## src/rtl/tortoise_pkg.sv

```systemverilog
// tortoise_pkg: shared front-end sizing and the fetch entry carried from fetch to decode.
package tortoise_pkg;
   localparam int IFQ_DEPTH       = 8;
   localparam int INSTR_PER_FETCH = 2;
   typedef struct packed {
      logic        valid;
      logic [31:0] pc;
      logic [31:0] instr;
   } fetch_entry_t;
endpackage

```

## src/rtl/fetch_queue_mp.sv

```systemverilog
// fetch_queue_mp: multi-port instruction fetch queue with lane compaction, partial pop and flush.
module fetch_queue_mp #(
   parameter int DEPTH  = tortoise_pkg::IFQ_DEPTH,
   parameter int PUSH_W = tortoise_pkg::INSTR_PER_FETCH,
   parameter int POP_W  = 2,
   parameter int CNT_W  = $clog2(DEPTH+1)
) (
   input  logic                                    clk_i,
   input  logic                                    rst_i,
   input  logic                                    flush_i,
   input  logic [PUSH_W-1:0]                       push_valid_i,
   input  tortoise_pkg::fetch_entry_t [PUSH_W-1:0] push_data_i,
   output logic                                    push_ready_o,
   output logic [POP_W-1:0]                        pop_valid_o,
   output tortoise_pkg::fetch_entry_t [POP_W-1:0]  pop_data_o,
   input  logic [$clog2(POP_W+1)-1:0]              pop_cnt_i,
   output logic [CNT_W-1:0]                        count_o,
   output logic                                    full_o,
   output logic                                    empty_o
);
   localparam int PW = $clog2(DEPTH);
   tortoise_pkg::fetch_entry_t mem [DEPTH];
   logic [PW-1:0]    head, tail;
   logic [CNT_W-1:0] count, p, avail, c;
   logic [CNT_W-1:0] ofs [PUSH_W];
   logic             do_push;
   // each valid lane lands at tail plus the number of valid lanes below it
   always_comb begin
      p = '0;
      for (int i = 0; i < PUSH_W; i++) begin
         ofs[i] = p;
         p = p + CNT_W'(push_valid_i[i]);
      end
   end
   assign push_ready_o = count <= CNT_W'(DEPTH - PUSH_W);
   assign do_push      = push_ready_o && |push_valid_i;
   assign avail        = (count > CNT_W'(POP_W)) ? CNT_W'(POP_W) : count;
   assign c            = (CNT_W'(pop_cnt_i) > avail) ? avail : CNT_W'(pop_cnt_i);
   assign count_o      = count;
   assign full_o       = count == CNT_W'(DEPTH);
   assign empty_o      = count == '0;
   for (genvar k = 0; k < POP_W; k++) begin : g_pop
      assign pop_valid_o[k] = count > CNT_W'(k);
      assign pop_data_o[k]  = mem[head + PW'(k)];
   end
   always_ff @(posedge clk_i or posedge rst_i) begin
      if (rst_i) begin
         head  <= '0;
         tail  <= '0;
         count <= '0;
      end else if (flush_i) begin
         head  <= '0;
         tail  <= '0;
         count <= '0;
      end else begin
         head  <= head + PW'(c);
         tail  <= do_push ? tail + PW'(p) : tail;
         count <= count + (do_push ? p : '0) - c;
      end
   end
   always_ff @(posedge clk_i) begin
      if (do_push && !flush_i && !rst_i)
         for (int i = 0; i < PUSH_W; i++)
            if (push_valid_i[i]) mem[tail + PW'(ofs[i])] <= push_data_i[i];
   end
   always_ff @(posedge clk_i) begin
      if (!rst_i && !flush_i) begin
         assert (count <= CNT_W'(DEPTH));
         assert (CNT_W'(pop_cnt_i) <= avail);
         for (int i = 0; i < PUSH_W; i++)
            if (do_push) assert (push_data_i[i].valid == push_valid_i[i]);
      end
   end
endmodule

```

## config.mk

```make
export PLATFORM = sky130hd
export DESIGN_NAME = fetch_queue_mp
export DESIGN_NICKNAME = d
export VERILOG_FILES = /design/src/rtl/tortoise_pkg.sv /design/src/rtl/fetch_queue_mp.sv
export SDC_FILE = /design/constraint.sdc
export NUM_CORES = 1
export LEC_CHECK = 0
export CAP_MARGIN = 20
export CORE_ASPECT_RATIO = 2
export CORE_MARGIN = 8
export CORE_UTILIZATION = 59
export CTS_CLUSTER_DIAMETER = 100
export DETAILED_ROUTE_END_ITERATION = 8
export HOLD_SLACK_MARGIN = 0.06
export PLACE_DENSITY = 0.89
export REMOVE_ABC_BUFFERS = 1
export SLEW_MARGIN = 20
export SYNTH_ARGS = -nofsm -noshare
export SYNTH_HDL_FRONTEND = slang
export SYNTH_SLANG_ARGS = --single-unit
export TNS_END_PERCENT = 30
```

## constraint.sdc

```tcl
create_clock -name clk_i -period 6.5 [get_ports clk_i]
set_input_delay 1.625 -clock clk_i [delete_from_list [all_inputs] [get_ports clk_i]]
set_output_delay 1.625 -clock clk_i [all_outputs]
set_load 0.05 [all_outputs]
```

==> qor.log <==
INFO  critical_path  critPathLaunchType=flop
INFO  drt            drt-vias-per-instance=6.846
INFO  cts            cts_inserted_buffers=47
INFO  critical_path  worst-endpoint-required=4.88ns
INFO  pwr            net-switching-power=6.777mW
INFO  grt            vias_in_the_first_global_route=19,140
INFO  synthesis      postSynth.asyncResetShare=0.01887
INFO  sta            timing_worst_slew_pin_value=1.067ns
INFO  floorplan      floorplan.rows=119
INFO  drt            count_of_tritonroute_iterations_in_the_first_routing_pass=5
INFO  synthesis      synth.ff_latch_count=530
INFO  cts            htree_num_levels=2
INFO  sta            worst_clk_skew=0.02566ns
INFO  synthesis      syn_inst=1,691
INFO  pwr            power_switching_share=0.4198
INFO  grt            grt_pass1_wl=119,300um
INFO  drt            routed_wire_length_per_instance=30.49um
INFO  placement      io_buffers=275
INFO  pwr            power.density_cell_area=448.5mW/mm2
INFO  cts            cts_sinks=530
INFO  cts            postCtsSetupBuffers=0
INFO  floorplan      floorplan.initialDensity=0.5933
INFO  sta            final.min_clock_period=5.610ns
INFO  cts            worst_setup_hold_path_clk_slew=0.06ns
INFO  drt            post-route-drc-count=0
INFO  placement      globalplace.congestion=0.7938
INFO  cells_and_area num-nets-final=2,070
INFO  status         status=finished, final reports clean
INFO  synthesis      synth.yosys.seq_area_share=0.5117
INFO  grt            groute.layer.met1.usage=0.3331
INFO  critical_path  critical_setup_path_class=reg2out
INFO  cts            clock_path_buffers=3
INFO  pwr            totalPowerFinal=16.14mW
INFO  grt            grtUsageMet2=0.4452
INFO  pwr            ir_drop=0.9213mV
INFO  grt            global_route.overflow_total=0
INFO  critical_path  crit_path_max_fanout=42
INFO  floorplan      die_w=178.1um
INFO  cts            cts_resized=0
INFO  grt            gr-max-usage-layer=met2
INFO  pwr            pwr-share-comb=0.575
INFO  floorplan      fp.dieArea=0.06059mm2
INFO  hold_path      hold_class=reg2reg
INFO  grt            grt_antenna_before_repair=14
INFO  pwr            pwr-share-seq=0.253
INFO  synthesis      synth_area=0.03101mm2
INFO  synthesis      synth-edff-count=520
INFO  sta            slew_headroom=0.2868
INFO  critical_path  timing.critical_path.to_type=primary output
INFO  cts            worst_skew_pair_latency=0.58ns
INFO  drt            detail_route.iter0.violations=1,787
INFO  cells_and_area finish.utilization=0.6888
INFO  critical_path  cpPeakStageDelay=0.73ns
INFO  sta            number_of_setup_violations_in_the_final_report=0
INFO  sta            min_period_over_period=0.8631
INFO  critical_path  crit_buf_inv=2
INFO  cells_and_area fin_cells=2,624
INFO  drt            vias=17,960
INFO  cells_and_area post_route_cells_drive_above_1_share=0.5218
INFO  cts            cts-root-buf=clkbuf_16
INFO  critical_path  arrival=3.99ns
INFO  grt            grt.total_usage=0.2617
INFO  placement      dp.final_hpwl=46,190um
INFO  cts            tritoncts=done
INFO  floorplan      design.portCount=276
INFO  cts            post_cts_hold_buffer_count=0
INFO  synthesis      post_synthesis_average_cell_area=18.34um2
INFO  sta            rsz0062_at_grt=no
INFO  pwr            total_leakage_power=11.75nW
INFO  synthesis      ys_types=45
INFO  synthesis      synthesis.yosys.warnings=0
INFO  cells_and_area syn_to_final_growth=16.09%
INFO  synthesis      ys.flop_type=edfxtp_1
INFO  pwr            portion_of_total_power_attributed_to_the_clock_network=0.172
INFO  grt            grt.met3_usage=0.05482
INFO  critical_path  cp_cell_sequence=ha_4 -> buf_4 -> mux4_2 -> mux2_2 -> clkdlybuf4s50_1
INFO  run            timing.max_cap.violations=0
INFO  drt            antenna_violating_nets_post_route=0
INFO  floorplan      die_height=340.2um
INFO  floorplan      placeableCoreArea=0.05226mm2
INFO  sta            finalMaxSlewViolations=0
INFO  grt            grt_max_degree=130
INFO  critical_path  crit_path_top_delay_cell=clkdlybuf4s50_1
INFO  sta            hold_violations=0
INFO  pwr            cellInternalPower=9.366mW
INFO  placement      dp_cells=2,530
INFO  critical_path  family_of_cells_with_the_greatest_summed_delay_on_the_critical_path=buffers and inverters
INFO  sta            maxClockFrequency=178.2MHz
INFO  drt            route.final.wire_length=79,990um
## stage by stage
step	TNS, ns	worst slack [ns]	cell area (um2)	hold WS, ns
after CTS	0	0.8415	35970	0.6315
final	0	0.8898	36000	0.6357
after detailed placement	0	1.319	34490	0.6143
after floorplan	-1331.40	-8.911	30280	0.5620
after global routing	0	0.7035	35980	0.6771
after global placement	0	1.404	34490	0.5959
## sequential cells by signal (all words and copies together) (netlist names)
register	cells
count_o	4
tail	3
head	3
mem	520
## final timing paths
path / startpoint / to / slack, ns / depth (start not counted)
max in group asynchronous: rst_i / head[0] / 4.70 / 2
setup / recovery: head[0] / pop_data_o[81] / 0.89 / 5
setup reg to reg: count_o[3] / mem[1][64] / 2.90 / 7
hold reg to reg: tail[0] / tail[0] / 0.64 / 2
hold / removal: tail[0] / tail[0] / 0.64 / 2
min in group asynchronous: rst_i / head[1] / 1.46 / 2
## placed cells by master (no fill, tap or decap), drive strengths merged, types with 2 or more instances in the layout
master           n
nand3            4
edfxtp         520
o21ai            4
nand2            7
mux4           260
clkdlybuf4s50  275
mux2           651
fa               4
nor2            18
ha              15
xor2             3
diode           10
xnor2            4
nor2b            4
nor3b            3
dfrtp           10
inv             13
clkbuf          57
or4              2
clkinv          21
nor3             6
nand3b           4
bufinv           4
buf             31
nand2b           4
a21oi            7
mux2i            2
## per-layer routing
metal  up-vias  part of all wire
met5         -            0.0012
met4        14             0.026
met3       138             0.096
met2       937              0.51
met1      9352              0.37
li1       7523                 -
## power by group through the flow
stage                     sequential (mW)  clock (mW)  combinational [mW]
after floorplan                      4.45           0                7.04
after global placement               4.15           0                9.23
after detailed placement             4.16           0                9.31
after CTS                            4.09        2.80                9.36
after global routing                 4.11        2.91                9.68
final                                4.09        2.77                9.28
## cells by family (layout without fill, tap and decap cells)
kind of cell             after synthesis  count (layout)  synth area share
AND/OR/NAND/NOR                       57              57           0.01001
multiplexers                         913             913            0.4380
flip-flops                           530             530            0.5117
adder cells (fa/ha/maj)               19              19          0.008636
XOR/XNOR                               7               7          0.001977
AO/OA/AOI/OAI                         21              21          0.004883
other                                  0              10                 0
buffers and inverters                144             402           0.02478
## synth_stat cells (5+ instances only)
master,number,share of area
buf_2,50,0.0081
nor2_1,18,0.0022
dfrtp_1,10,0.0081
buf_4,10,0.0024
nand2_1,7,0.00085
inv_1,12,0.0015
mux2_1,15,0.0054
mux2_2,536,0.19
nor3_1,5,0.00081
a21oi_1,7,0.0011
buf_1,14,0.0017
clkbuf_1,41,0.0050
buf_6,17,0.0062
mux2_4,100,0.048
mux4_2,260,0.19
ha_1,15,0.0061
edfxtp_1,520,0.50
## worst min-delay path, delay by kind of cell, from the launching register on
kind / cells / cell delay, ns
flip-flops: 1 / 0.42
multiplexers: 1 / 0.10
AND/OR/NAND/NOR: 1 / 0.08
## final cells by class
class,instances,area [um2]
well taps,665,832.0
fillers,3312,16270
diodes,10,25.02
clock buffers,57,1235
multi-input cells,1017,14500
inverters,12,45.04
flip-flops and latches,530,15880
repair buffers,306,3236
clock inverters,27,250.2
Power figures use the tool's default switching activity.
